`config.mk`:
```
export PLATFORM = sky130hd
export DESIGN_NAME = display_scanner_flat
export DESIGN_NICKNAME = d
export VERILOG_FILES = /design/src/rtl/display_scanner_pkg.sv /design/src/rtl/display_scanner_if.sv /design/src/rtl/display_scanner_scan_timer.sv /design/src/rtl/display_scanner.sv /design/src/flat_wrapper.sv
export SDC_FILE = /design/constraint.sdc
export NUM_CORES = 1
export LEC_CHECK = 0
export CAP_MARGIN = 30
export CORE_UTILIZATION = 50
export DETAILED_ROUTE_END_ITERATION = 7
export DONT_BUFFER_PORTS = 1
export GPL_TIMING_DRIVEN = 0
export PLACE_DENSITY = 0.71
export SLEW_MARGIN = 10
export SYNTH_ARGS = -nofsm -noshare
export SYNTH_HDL_FRONTEND = slang
export SYNTH_SLANG_ARGS = --single-unit
export TNS_END_PERCENT = 5
```
`constraint.sdc`:
```
create_clock -name clk -period 3 [get_ports clk]
set_input_delay 0.3 -clock clk [delete_from_list [all_inputs] [get_ports clk]]
set_output_delay 0.3 -clock clk [all_outputs]
set_load 0.1 [all_outputs]
```
`src/rtl/display_scanner_pkg.sv`:
```
// -----------------------------------------------------------------------------
// display_pkg
// Shared definitions for the multiplexed seven-segment display blocks.
//   SEG_WIDTH             : width of one encoded segment pattern
//   BLANK_PATTERN_DEFAULT : "all segments off" for active-low segment drivers
//   MAX_DIGITS            : widest anode vector the helper below can build
//   clog2()               : constant-evaluable ceiling log2 for widths
//   anode_onehot_n()      : active-low one-hot anode vector for a digit index
// -----------------------------------------------------------------------------
package display_pkg;

    localparam int SEG_WIDTH = 8;
    localparam logic [SEG_WIDTH-1:0] BLANK_PATTERN_DEFAULT = 8'hFF;
    localparam int MAX_DIGITS = 32;

    function automatic int clog2(input int unsigned value);
        int result;
        result = 0;
        for (longint unsigned v = 1; v < longint'(value); v = v << 1) begin
            result++;
        end
        return result;
    endfunction

    // Every bit high except the selected digit, which is pulled low.
    function automatic logic [MAX_DIGITS-1:0] anode_onehot_n(input int unsigned index);
        return ~(MAX_DIGITS'(1) << index);
    endfunction

endpackage

```
`src/rtl/display_scanner_if.sv`:
```
// -----------------------------------------------------------------------------
// display_scanner_if
// Bundles the data path between the segment encoders and the display pins.
//   seg_in : DIGITS packed segment patterns, digit i at [8i+7:8i]
//   valid  : single-cycle capture pulse for the latched digits
//   seg    : shared segment bus (active-low segments)
//   an     : per-digit anode enables, active-low
//   held   : latched digits currently show a captured value
// Modports:
//   master : the upstream source / pin observer
//   slave  : the scanner itself
// -----------------------------------------------------------------------------
interface display_scanner_if
    import display_pkg::*;
#(
    parameter int DIGITS = 2
);

    logic [SEG_WIDTH*DIGITS-1:0] seg_in;
    logic                        valid;
    logic [SEG_WIDTH-1:0]        seg;
    logic [DIGITS-1:0]           an;
    logic                        held;

    modport master (
        output seg_in,
        output valid,
        input  seg,
        input  an,
        input  held
    );

    modport slave (
        input  seg_in,
        input  valid,
        output seg,
        output an,
        output held
    );

endinterface

```
`src/rtl/display_scanner_scan_timer.sv`:
```
// -----------------------------------------------------------------------------
// scan_timer
// Slot prescaler and digit index for a time-multiplexed display.
//   clk       : system clock
//   rst       : asynchronous reset, active-low
//   presc     : position inside the current digit slot, 0..REFRESH_DIV-1
//   idx       : digit currently being scanned, 0..DIGITS-1
//   tick      : last cycle of the current slot
//   frame_end : last cycle of the last digit's slot (full frame done)
// -----------------------------------------------------------------------------
module scan_timer
    import display_pkg::*;
#(
    parameter int DIGITS      = 2,
    parameter int REFRESH_DIV = 50000,
    localparam int PRESC_W    = clog2(REFRESH_DIV),
    localparam int IDX_W      = clog2(DIGITS)
) (
    input  logic               clk,
    input  logic               rst,
    output logic [PRESC_W-1:0] presc,
    output logic [IDX_W-1:0]   idx,
    output logic               tick,
    output logic               frame_end
);

    localparam logic [PRESC_W-1:0] PRESC_LAST = PRESC_W'(REFRESH_DIV - 1);
    localparam logic [IDX_W-1:0]   IDX_LAST   = IDX_W'(DIGITS - 1);

    assign tick      = (presc == PRESC_LAST);
    assign frame_end = tick && (idx == IDX_LAST);

    always_ff @(posedge clk or negedge rst) begin
        if (!rst) begin
            presc <= '0;
            idx   <= '0;
        end else if (tick) begin
            presc <= '0;
            idx   <= (idx == IDX_LAST) ? '0 : idx + 1'b1;
        end else begin
            presc <= presc + 1'b1;
        end
    end

endmodule

```
`src/rtl/display_scanner.sv`:
```
// -----------------------------------------------------------------------------
// display_scanner
// Time-multiplexed seven-segment driver. Digits flagged in LATCH_MASK show a
// value captured on a valid pulse and held until HOLD_FRAMES full frames pass
// without a new capture (0 = hold forever); the other digits track seg_in
// live. The first BLANK_CYCLES cycles of each slot keep every anode off to
// suppress ghosting between digits.
//   clk : system clock
//   rst : asynchronous reset, active-low
//   bus : display_scanner_if.slave (seg_in, valid -> seg, an, held)
// Build option:
//   DISPLAY_SCANNER_BLINK_STALE_EN : a timed-out value is kept and blinked
//   (16 frames on, 16 frames blank) until the next valid instead of blanked.
// -----------------------------------------------------------------------------
module display_scanner
    import display_pkg::*;
#(
    parameter int                   DIGITS        = 2,
    parameter int                   REFRESH_DIV   = 50000,
    parameter int                   BLANK_CYCLES  = 1,
    parameter logic [DIGITS-1:0]    LATCH_MASK    = 2'b10,
    parameter int                   HOLD_FRAMES   = 1000,
    parameter logic [SEG_WIDTH-1:0] BLANK_PATTERN = BLANK_PATTERN_DEFAULT
) (
    input  logic              clk,
    input  logic              rst,
    display_scanner_if.slave  bus
);

    localparam int PRESC_W = clog2(REFRESH_DIV);
    localparam int IDX_W   = clog2(DIGITS);
    localparam int CNT_W   = (HOLD_FRAMES > 0) ? clog2(HOLD_FRAMES + 1) : 1;
    localparam logic [CNT_W-1:0]   HOLD_LAST  = CNT_W'((HOLD_FRAMES > 0) ? HOLD_FRAMES - 1 : 0);
    localparam logic [PRESC_W-1:0] BLANK_LAST = PRESC_W'(BLANK_CYCLES);

    logic [PRESC_W-1:0]   presc;
    logic [IDX_W-1:0]     idx;
    logic                 tick_unused;
    logic                 frame_end;

    logic [SEG_WIDTH-1:0] seg_arr [DIGITS];
    logic [SEG_WIDTH-1:0] hold    [DIGITS];
    logic                 held_r;
    logic [CNT_W-1:0]     frame_cnt;
    logic                 timeout;
    logic                 hold_clear;
    logic [SEG_WIDTH-1:0] latched_pat;
    logic [SEG_WIDTH-1:0] sel_pat;
    logic                 active;
    logic [DIGITS-1:0]    an_sel;
    logic [SEG_WIDTH-1:0] seg_p1;
    logic [DIGITS-1:0]    an_p1;

    scan_timer #(
        .DIGITS      (DIGITS),
        .REFRESH_DIV (REFRESH_DIV)
    ) u_scan_timer (
        .clk       (clk),
        .rst       (rst),
        .presc     (presc),
        .idx       (idx),
        .tick      (tick_unused),
        .frame_end (frame_end)
    );

    for (genvar i = 0; i < DIGITS; i++) begin : g_unpack
        assign seg_arr[i] = bus.seg_in[i*SEG_WIDTH +: SEG_WIDTH];
    end

    // Timeout fires on the frame end that would bring the count to HOLD_FRAMES.
    assign timeout = (HOLD_FRAMES > 0) && held_r && frame_end && (frame_cnt == HOLD_LAST);

    // Capture / hold state; valid takes priority over a coincident timeout.
    always_ff @(posedge clk or negedge rst) begin
        if (!rst) begin
            held_r    <= 1'b0;
            frame_cnt <= '0;
        end else if (bus.valid) begin
            held_r    <= 1'b1;
            frame_cnt <= '0;
        end else if (timeout) begin
            held_r    <= 1'b0;
            frame_cnt <= '0;
        end else if (held_r && frame_end && (frame_cnt != '1)) begin
            frame_cnt <= frame_cnt + 1'b1;
        end
    end

    // Live digits never load, so their entries stay at the blank pattern.
    always_ff @(posedge clk or negedge rst) begin
        if (!rst) begin
            for (int i = 0; i < DIGITS; i++) hold[i] <= BLANK_PATTERN;
        end else begin
            for (int i = 0; i < DIGITS; i++) begin
                if (LATCH_MASK[i]) begin
                    if (bus.valid)       hold[i] <= seg_arr[i];
                    else if (hold_clear) hold[i] <= BLANK_PATTERN;
                end
            end
        end
    end

`ifdef DISPLAY_SCANNER_BLINK_STALE_EN
    logic       stale;
    logic [4:0] blink_cnt;

    always_ff @(posedge clk or negedge rst) begin
        if (!rst) begin
            stale     <= 1'b0;
            blink_cnt <= '0;
        end else if (bus.valid) begin
            stale     <= 1'b0;
            blink_cnt <= '0;
        end else if (timeout) begin
            stale     <= 1'b1;
            blink_cnt <= '0;
        end else if (stale && frame_end) begin
            blink_cnt <= blink_cnt + 1'b1;
        end
    end

    // Upper half of the 32-frame blink period shows blank.
    assign latched_pat = (stale && blink_cnt[4]) ? BLANK_PATTERN : hold[idx];
    assign hold_clear  = 1'b0;
`else
    assign latched_pat = hold[idx];
    assign hold_clear  = timeout;
`endif

    assign sel_pat = LATCH_MASK[idx] ? latched_pat : seg_arr[idx];
    assign active  = (presc >= BLANK_LAST);
    assign an_sel  = DIGITS'(anode_onehot_n(32'(idx)));

    // Stage p1: registered pin drivers, one cycle behind the scan position.
    always_ff @(posedge clk or negedge rst) begin
        if (!rst) begin
            seg_p1 <= BLANK_PATTERN;
            an_p1  <= '1;
        end else begin
            seg_p1 <= active ? sel_pat : BLANK_PATTERN;
            an_p1  <= active ? an_sel  : '1;
        end
    end

    assign bus.seg  = seg_p1;
    assign bus.an   = an_p1;
    assign bus.held = held_r;

endmodule
```
`src/flat_wrapper.sv`:
```
// flat-port wrapper written by rule: the top's interface ports become plain ports
module display_scanner_flat import display_pkg::*;
#(
    parameter int                   DIGITS        = 2,
    parameter int                   REFRESH_DIV   = 50000,
    parameter int                   BLANK_CYCLES  = 1,
    parameter logic [DIGITS-1:0]    LATCH_MASK    = 2'b10,
    parameter int                   HOLD_FRAMES   = 1000,
    parameter logic [SEG_WIDTH-1:0] BLANK_PATTERN = BLANK_PATTERN_DEFAULT
)
  (clk, rst, bus_seg_in, bus_valid, bus_seg, bus_an, bus_held);
  display_scanner_if #(.DIGITS(DIGITS)) bus_i ();
  input  logic clk;
  input  logic rst;
  input wire logic [$bits(bus_i.seg_in)-1:0] bus_seg_in;
  input wire logic [$bits(bus_i.valid)-1:0] bus_valid;
  output wire logic [$bits(bus_i.seg)-1:0] bus_seg;
  output wire logic [$bits(bus_i.an)-1:0] bus_an;
  output wire logic [$bits(bus_i.held)-1:0] bus_held;
  assign bus_i.seg_in = bus_seg_in;
  assign bus_i.valid = bus_valid;
  assign bus_seg = bus_i.seg;
  assign bus_an = bus_i.an;
  assign bus_held = bus_i.held;
  display_scanner #(.DIGITS(DIGITS), .REFRESH_DIV(REFRESH_DIV), .BLANK_CYCLES(BLANK_CYCLES), .LATCH_MASK(LATCH_MASK), .HOLD_FRAMES(HOLD_FRAMES), .BLANK_PATTERN(BLANK_PATTERN)) u_core (.clk(clk), .rst(rst), .bus(bus_i));
endmodule
```
==> results of run 1 <==
## timing repair
item / CTS / global route
buffers inserted: 0 / 0
hold buffers: 2 / 0
hold endpoints to repair: 46 / 0
## synth_stat cells (all sizes together), types with 2 or more instances
library cell / n / area share (%)
a211oi: 3 / 0.97
a21oi: 3 / 0.65
a2bb2oi: 8 / 3.0
a31oi: 3 / 0.81
a32o: 5 / 2.2
and2: 2 / 0.54
and3: 8 / 2.2
buf: 3 / 0.86
clkbuf: 12 / 1.9
dfrtp: 28 / 30
dfstp: 18 / 20
ha: 4 / 2.2
inv: 6 / 0.97
mux2i: 8 / 3.5
nand2: 17 / 2.8
nand3: 13 / 2.8
nand4: 8 / 2.2
nor2: 20 / 3.2
nor2b: 2 / 0.54
nor3: 6 / 1.3
nor3b: 2 / 0.65
nor4: 9 / 3.4
o211ai: 5 / 1.6
o31ai: 3 / 0.97
or3: 3 / 0.81
or4: 3 / 1.3
xnor2: 6 / 2.3
xor2: 7 / 2.7
## state kept, by name (all words and copies together), names as in the netlist
| name | count |
|---|---|
| u_core.u_scan_timer.idx | 1 |
| u_core.hold | 8 |
| u_core.bus.an | 2 |
| u_core.bus.held | 1 |
| u_core.u_scan_timer.presc | 16 |
| u_core.bus.seg | 8 |
| u_core.frame_cnt | 10 |
## critical path, stage by stage, from the launching register on
cell and delay (ns):
dfrtp_1 0.36, clkbuf_1 0.18, or4_4 0.47, nor4_2 0.73
nand3_1 0.48, a21o_1 0.29
## final timing paths
check,start,to,slack [ns],depth (start not counted)
max,u_core.u_scan_timer.presc[4],u_core.bus.held,0.38,5
min in group asynchronous,rst,u_core.frame_cnt[3],0.51,2
min,bus_seg_in[11],u_core.hold[3],0.11,1
min reg2reg,u_core.u_scan_timer.presc[11],u_core.u_scan_timer.presc[11],0.49,1
max in group asynchronous,rst,u_core.hold[6],2.20,2
max reg2reg,u_core.u_scan_timer.presc[4],u_core.bus.held,0.38,5
## report_power, final
| group | internal [W] | switching, W | total [W] |
|---|---|---|---|
| clock | 0.000186 | 0.000197 | 0.000383 |
| combinational | 0.0000188 | 0.0000266 | 0.0000454 |
| sequential | 0.000648 | 0.0000488 | 0.000696 |
| total | 0.000852 | 0.000272 | 0.00112 |
## cell type report
class                   instances  share of cell area [%]
well taps                      52                    2.59
plain buffers                  15                    2.59
clock inverters                 1                   0.200
multi-input cells             157                    42.0
flip-flops and latches         46                    46.8
inverters                       6                   0.898
repair buffers                  2                    1.50
clock buffers                   7                    3.44
## through the flow
stage               hold WS, ns  total power [W]  area, µm²  utilization [%]  instances
CTS                       0.104          0.00114       2510             56.8        286
global route             0.0994          0.00117       2510             56.8        286
finish                    0.111          0.00112       2510             56.8        286
floorplan               0.00441         0.000730       2310                -        224
detailed placement      0.00644         0.000737       2380             53.9        276
global placement        0.00623         0.000736       2380             53.9        276
## cell families (layout without fill, tap and decap cells)
kind of cell | count (synthesis) | in the layout | share of synthesized area (%)
compound gates | 36 | 36 | 12.2
flops | 46 | 46 | 50.7
xor+xnor | 13 | 13 | 4.92
mux | 9 | 9 | 3.95
fa+ha+maj | 4 | 4 | 2.16
buf+inv | 21 | 31 | 3.79
simple gates | 95 | 95 | 22.3
## routing by layer
layer  up-vias  routed length [µm]
li1        839                   -
met1       848                2080
met2        41                2240
met3         9                 248
met4         0                  51
met5         -                   0
==> reports/results.txt, run 1 <==
Synth async-reset ratio: 100%
Clock transition at path regs: 0.08 ns
largest net degree at the start of global routing: 47
syn nets: 247
CTS tree: yes
worst vdd ir: 308 µV
Ys Warns: 8
Iter 0 DRT Violations: 71
DRC Markers: 0
setup_tns: 0 ns
min-delay worst type: in2reg
Hold Vio Cnt, Final: 0
fin crit share: 87.5%
buffers added on ports: 0
measured slew at the worst slew-check pin: 0.954 ns
Chip Height: 70.0 µm
Yosys cell types: 42
data required time at the worst endpoint: 3.19 ns
mean area per synthesized cell: 10.3 µm²
I/O pins: 30
startpoint type of the worst setup path: register
busiest grt layer: met2
Worst Setup End Kind: register
GRT Util Overall: 21.0%
Post-synth top flop: dfrtp_1
share of layout cells above drive strength 1: 13.7%
vias in the first global route: 1730
CTS Buf Count: 5
Final nets: 256
initial antenna violation count: 0
total leakage power: 1.01 nW
Slew headroom: 36.4%
H-tree depth: 2
Cells after Synth: 224
core area: 0.00441 mm²
vias: 1737
Setup Skew: 0.00707 ns
Crit Path Class: reg2reg
CTS resizes: 0
Setup WS post-layout: 0.375 ns
clock buffer depth: 2
CTS root buffer: clkbuf_8
clk_lat worst skew: 0.30 ns
final setup fails: 0
WL/cell: 16.1 µm
DRT antenna net count: 0
EDFF count, synth: 0
first-pass GRT wire length: 8.11 mm
area of the multi-input gates: 0.00105 mm²
Synth Cell Area: 0.00231 mm²
commonest non-fill, non-tap cells in the layout: dfrtp_1 (28), nor2_1 (20), dfstp_2 (18)
Critical Path AT: 2.82 ns
routability cong.: 0.835
Max Clk Rate: 0.381 GHz
max_cap viols: 0
met3 usage: 6.06%
synthesized flop and latch total: 46
drt first pass iters: 4
Final Slew Violations: 0
GR met2 Demand/Resource: 33.8%
commonest non-fill, non-tap cell in the layout: dfrtp_1
PD cells: 449 mW/mm²
share of the yosys chip area belonging to registers: 50.7%
Cell Rows: 24
Storage cell area: 0.00117 mm²
final worst path period need: 2.62 ns
RSZ-0062 raised after global routing: false
gr ovfl total: 0
Fillers: 398
Detail Placement HPWL: 3.16 mm
die area: 0.00490 mm²
Place WS: 0.404 ns
# clock sinks: 46
Layout Area Growth over Synthesis: 8.38%
ANT cells: 0
DIE WIDTH: 70.0 µm
Starting Density: 52.4%
vias per cell: 6.07
CP Max Fanout: 9
total wire length: 4.62 mm
status: finished clean
GRT met1 Usage: 28.2%
Note: power is estimated with default switching activity, not from simulation.
==> run 2: changes to the inputs <==
- MAX_ROUTING_LAYER: not set -> met4
==> run 2 against run 1 <==
  * Count of clock-buffer cells in the layout unchanged
  * Sequential power barely moved
  * Largest power group unchanged
  * Sequential share of layout area unchanged
  * Worst hold slack lost 0.0021 ns
  * Total power grew 0.17%
  * Global-route usage grew 0.63 points
  * Largest cell class unchanged
  * Highest routed layer unchanged
  * Utilization is the same
  * Critical path depth is the same
==> reports/results.txt, run 2 (synthesis results as in run 1) <==
critical path, cell by cell: clkbuf_1, or4_4, nor4_2, nand3_1, a21o_1 (unchanged)
status: finished clean (unchanged)
WL/cell: 16.2 µm (was 16.1 µm)
Max Clk Rate: 0.382 GHz (was 0.381 GHz)
vias per cell: 6.07 (about the same)
CTS Hold Bufs: 2 (unchanged)
length in cells of the worst reg-to-reg path: 5 (unchanged)
final core occ: 56.8% (unchanged)
Storage cell area: 0.00117 mm² (unchanged)
Chip Height: 70.0 µm (unchanged)
ANT cells: 0 (unchanged)
measured slew at the worst slew-check pin: 0.969 ns (was 0.954 ns)
total wire length: 4.64 mm (was 4.62 mm)
max incr delay on CP: 0.72 ns (was 0.73 ns)
commonest non-fill, non-tap cell in the layout: dfrtp_1 (unchanged)
first-pass GRT wire length: 8.12 mm (was 8.11 mm)
biggest regs: u_core.u_scan_timer.presc: 16 flops, u_core.frame_cnt: 10 flops (unchanged)
GRT Util Overall: 21.6% (was 21.0%)
RSZ-0062 raised after global routing: false (unchanged)
initial antenna violation count: 0 (unchanged)
Hold Vio Cnt, Final: 0 (unchanged)
# clock sinks: 46 (unchanged)
Final Slew Violations: 0 (unchanged)
max FFs per register: 16 (unchanged)
Clock transition at path regs: 0.08 ns (about the same)
H-tree depth: 2 (unchanged)
Fillers: 398 (unchanged)
CTS resizes: 0 (unchanged)
vias in the first global route: 1736 (was 1730)
R2R Setup Slk: 0.38 ns (about the same)
fin crit share: 87.3% (was 87.5%)
CTS Buf Count: 5 (unchanged)
drt first pass iters: 4 (unchanged)
DRC Markers: 0 (unchanged)
share of layout cells above drive strength 1: 13.7% (unchanged)
Setup Skew: 0.00745 ns (was 0.00707 ns)
DIE WIDTH: 70.0 µm (unchanged)
reg2reg start: u_core.u_scan_timer.presc[4] (unchanged)
data required time at the worst endpoint: 3.20 ns (was 3.19 ns)
Slew headroom: 35.4% (was 36.4%)
CTS tree: yes (unchanged)
CP max stage cell: nor4_2 (unchanged)
Layout Area Growth over Synthesis: 8.38% (unchanged)
die area: 0.00490 mm² (unchanged)
core area: 0.00441 mm² (unchanged)
Critical Path AT: 2.81 ns (was 2.82 ns)
Iter 0 DRT Violations: 68 (was 71)
Worst Setup End Kind: register (unchanged)
I/O pins: 30 (unchanged)
clk_lat worst skew: 0.30 ns (about the same)
min-delay src: bus_seg_in[11] (unchanged)
area of the multi-input gates: 0.00105 mm² (unchanged)
CP Max Fanout: 9 (unchanged)
final worst path period need: 2.62 ns (about the same)
vias: 1736 (was 1737)
Post-CTS Setup Bufs: 0 (unchanged)
Detail Placement HPWL: 3.16 mm (unchanged)
final setup fails: 0 (unchanged)
gr ovfl total: 0 (unchanged)
startpoint type of the worst setup path: register (unchanged)
hold path cells: 1 (unchanged)
clock buffer depth: 2 (unchanged)
Final nets: 256 (unchanged)
commonest non-fill, non-tap cells in the layout: dfrtp_1 (28), nor2_1 (20), dfstp_2 (18) (unchanged)
hold path endpoint: u_core.hold[3] (unchanged)
Most flops, register: u_core.u_scan_timer.presc (unchanged)
total leakage power: 1.01 nW (unchanged)
Cell Rows: 24 (unchanged)
DRT antenna net count: 0 (unchanged)
number of non-filler instances in the completed layout: 286 (unchanged)
setup_tns: 0 ns (unchanged)
CTS root buffer: clkbuf_8 (unchanged)
PD cells: 449 mW/mm² (about the same)
largest net degree at the start of global routing: 47 (unchanged)
Placed Cells: 276 (unchanged)
routability cong.: 0.848 (was 0.835)
hold_ws: 0.109 ns (was 0.111 ns)
Worst R2R End: u_core.bus.held (unchanged)
Crit Path Class: reg2reg (unchanged)
buffers added on ports: 0 (unchanged)
Starting Density: 52.4% (unchanged)
min-delay worst type: in2reg (unchanged)
max_cap viols: 0 (unchanged)
worst vdd ir: 308 µV (about the same)
run 2: cell counts in the layout (fill, tap and decap cells not counted):
No cell type changed its count.
run 2: final cells by class:
cell class / count / area share (%)
flip-flops and latches: 46 / 46.8
repair buffers: 2 / 1.50
plain buffers: 15 / 2.59
clock buffers: 7 / 3.44
multi-input cells: 157 / 42.0
well taps: 52 / 2.59
clock inverters: 1 / 0.200
inverters: 6 / 0.898
run 2: metrics by stage:
stage | total power [W] | cell area (µm²) | worst slack (ns)
floorplan | 0.000730 | 2310 | 0.668
global placement | 0.000736 | 2380 | 0.400
detailed placement | 0.000737 | 2380 | 0.404
CTS | 0.00114 | 2510 | 0.399
global route | 0.00117 | 2510 | 0.223
finish | 0.00113 | 2510 | 0.382
run 2: how the worst max path moves through the flow:
stage	to	cells past startpoint	from
3_5_place_dp	u_core.bus.held	4	u_core.u_scan_timer.presc[13]
2_1_floorplan	u_core.frame_cnt[3]	5	u_core.u_scan_timer.presc[13]
6_report	u_core.bus.held	5	u_core.u_scan_timer.presc[4]
5_1_grt	u_core.bus.held	5	u_core.u_scan_timer.presc[4]
4_1_cts	u_core.bus.held	5	u_core.u_scan_timer.presc[4]
3_3_place_gp	u_core.bus.held	4	u_core.u_scan_timer.presc[13]
run 2: metal layers:
metal  routed length (µm)  part of all wire (%)  vias to the layer above  track usage (%)
met5                    0                     0                        -                -
met4                   69                   1.5                        0             6.67
met3                  175                   3.8                        7             4.04
met2                 2250                    49                       37             33.8
met1                 2140                    46                      853             28.7
li1                     -                     -                      839                -
run 2: critical path, delay by kind of cell, from the launching register on:
family,cells,cell delay [ns]
compound gates,1,0.29
buf+inv,1,0.18
flops,1,0.36
simple gates,3,1.67
run 2: report_power, final:
group          internal [W]  leakage, nW  total (W)  switching (W)
clock network      0.000186       0.0482   0.000385       0.000199
logic             0.0000188        0.403  0.0000455      0.0000266
registers          0.000648        0.561   0.000697      0.0000488
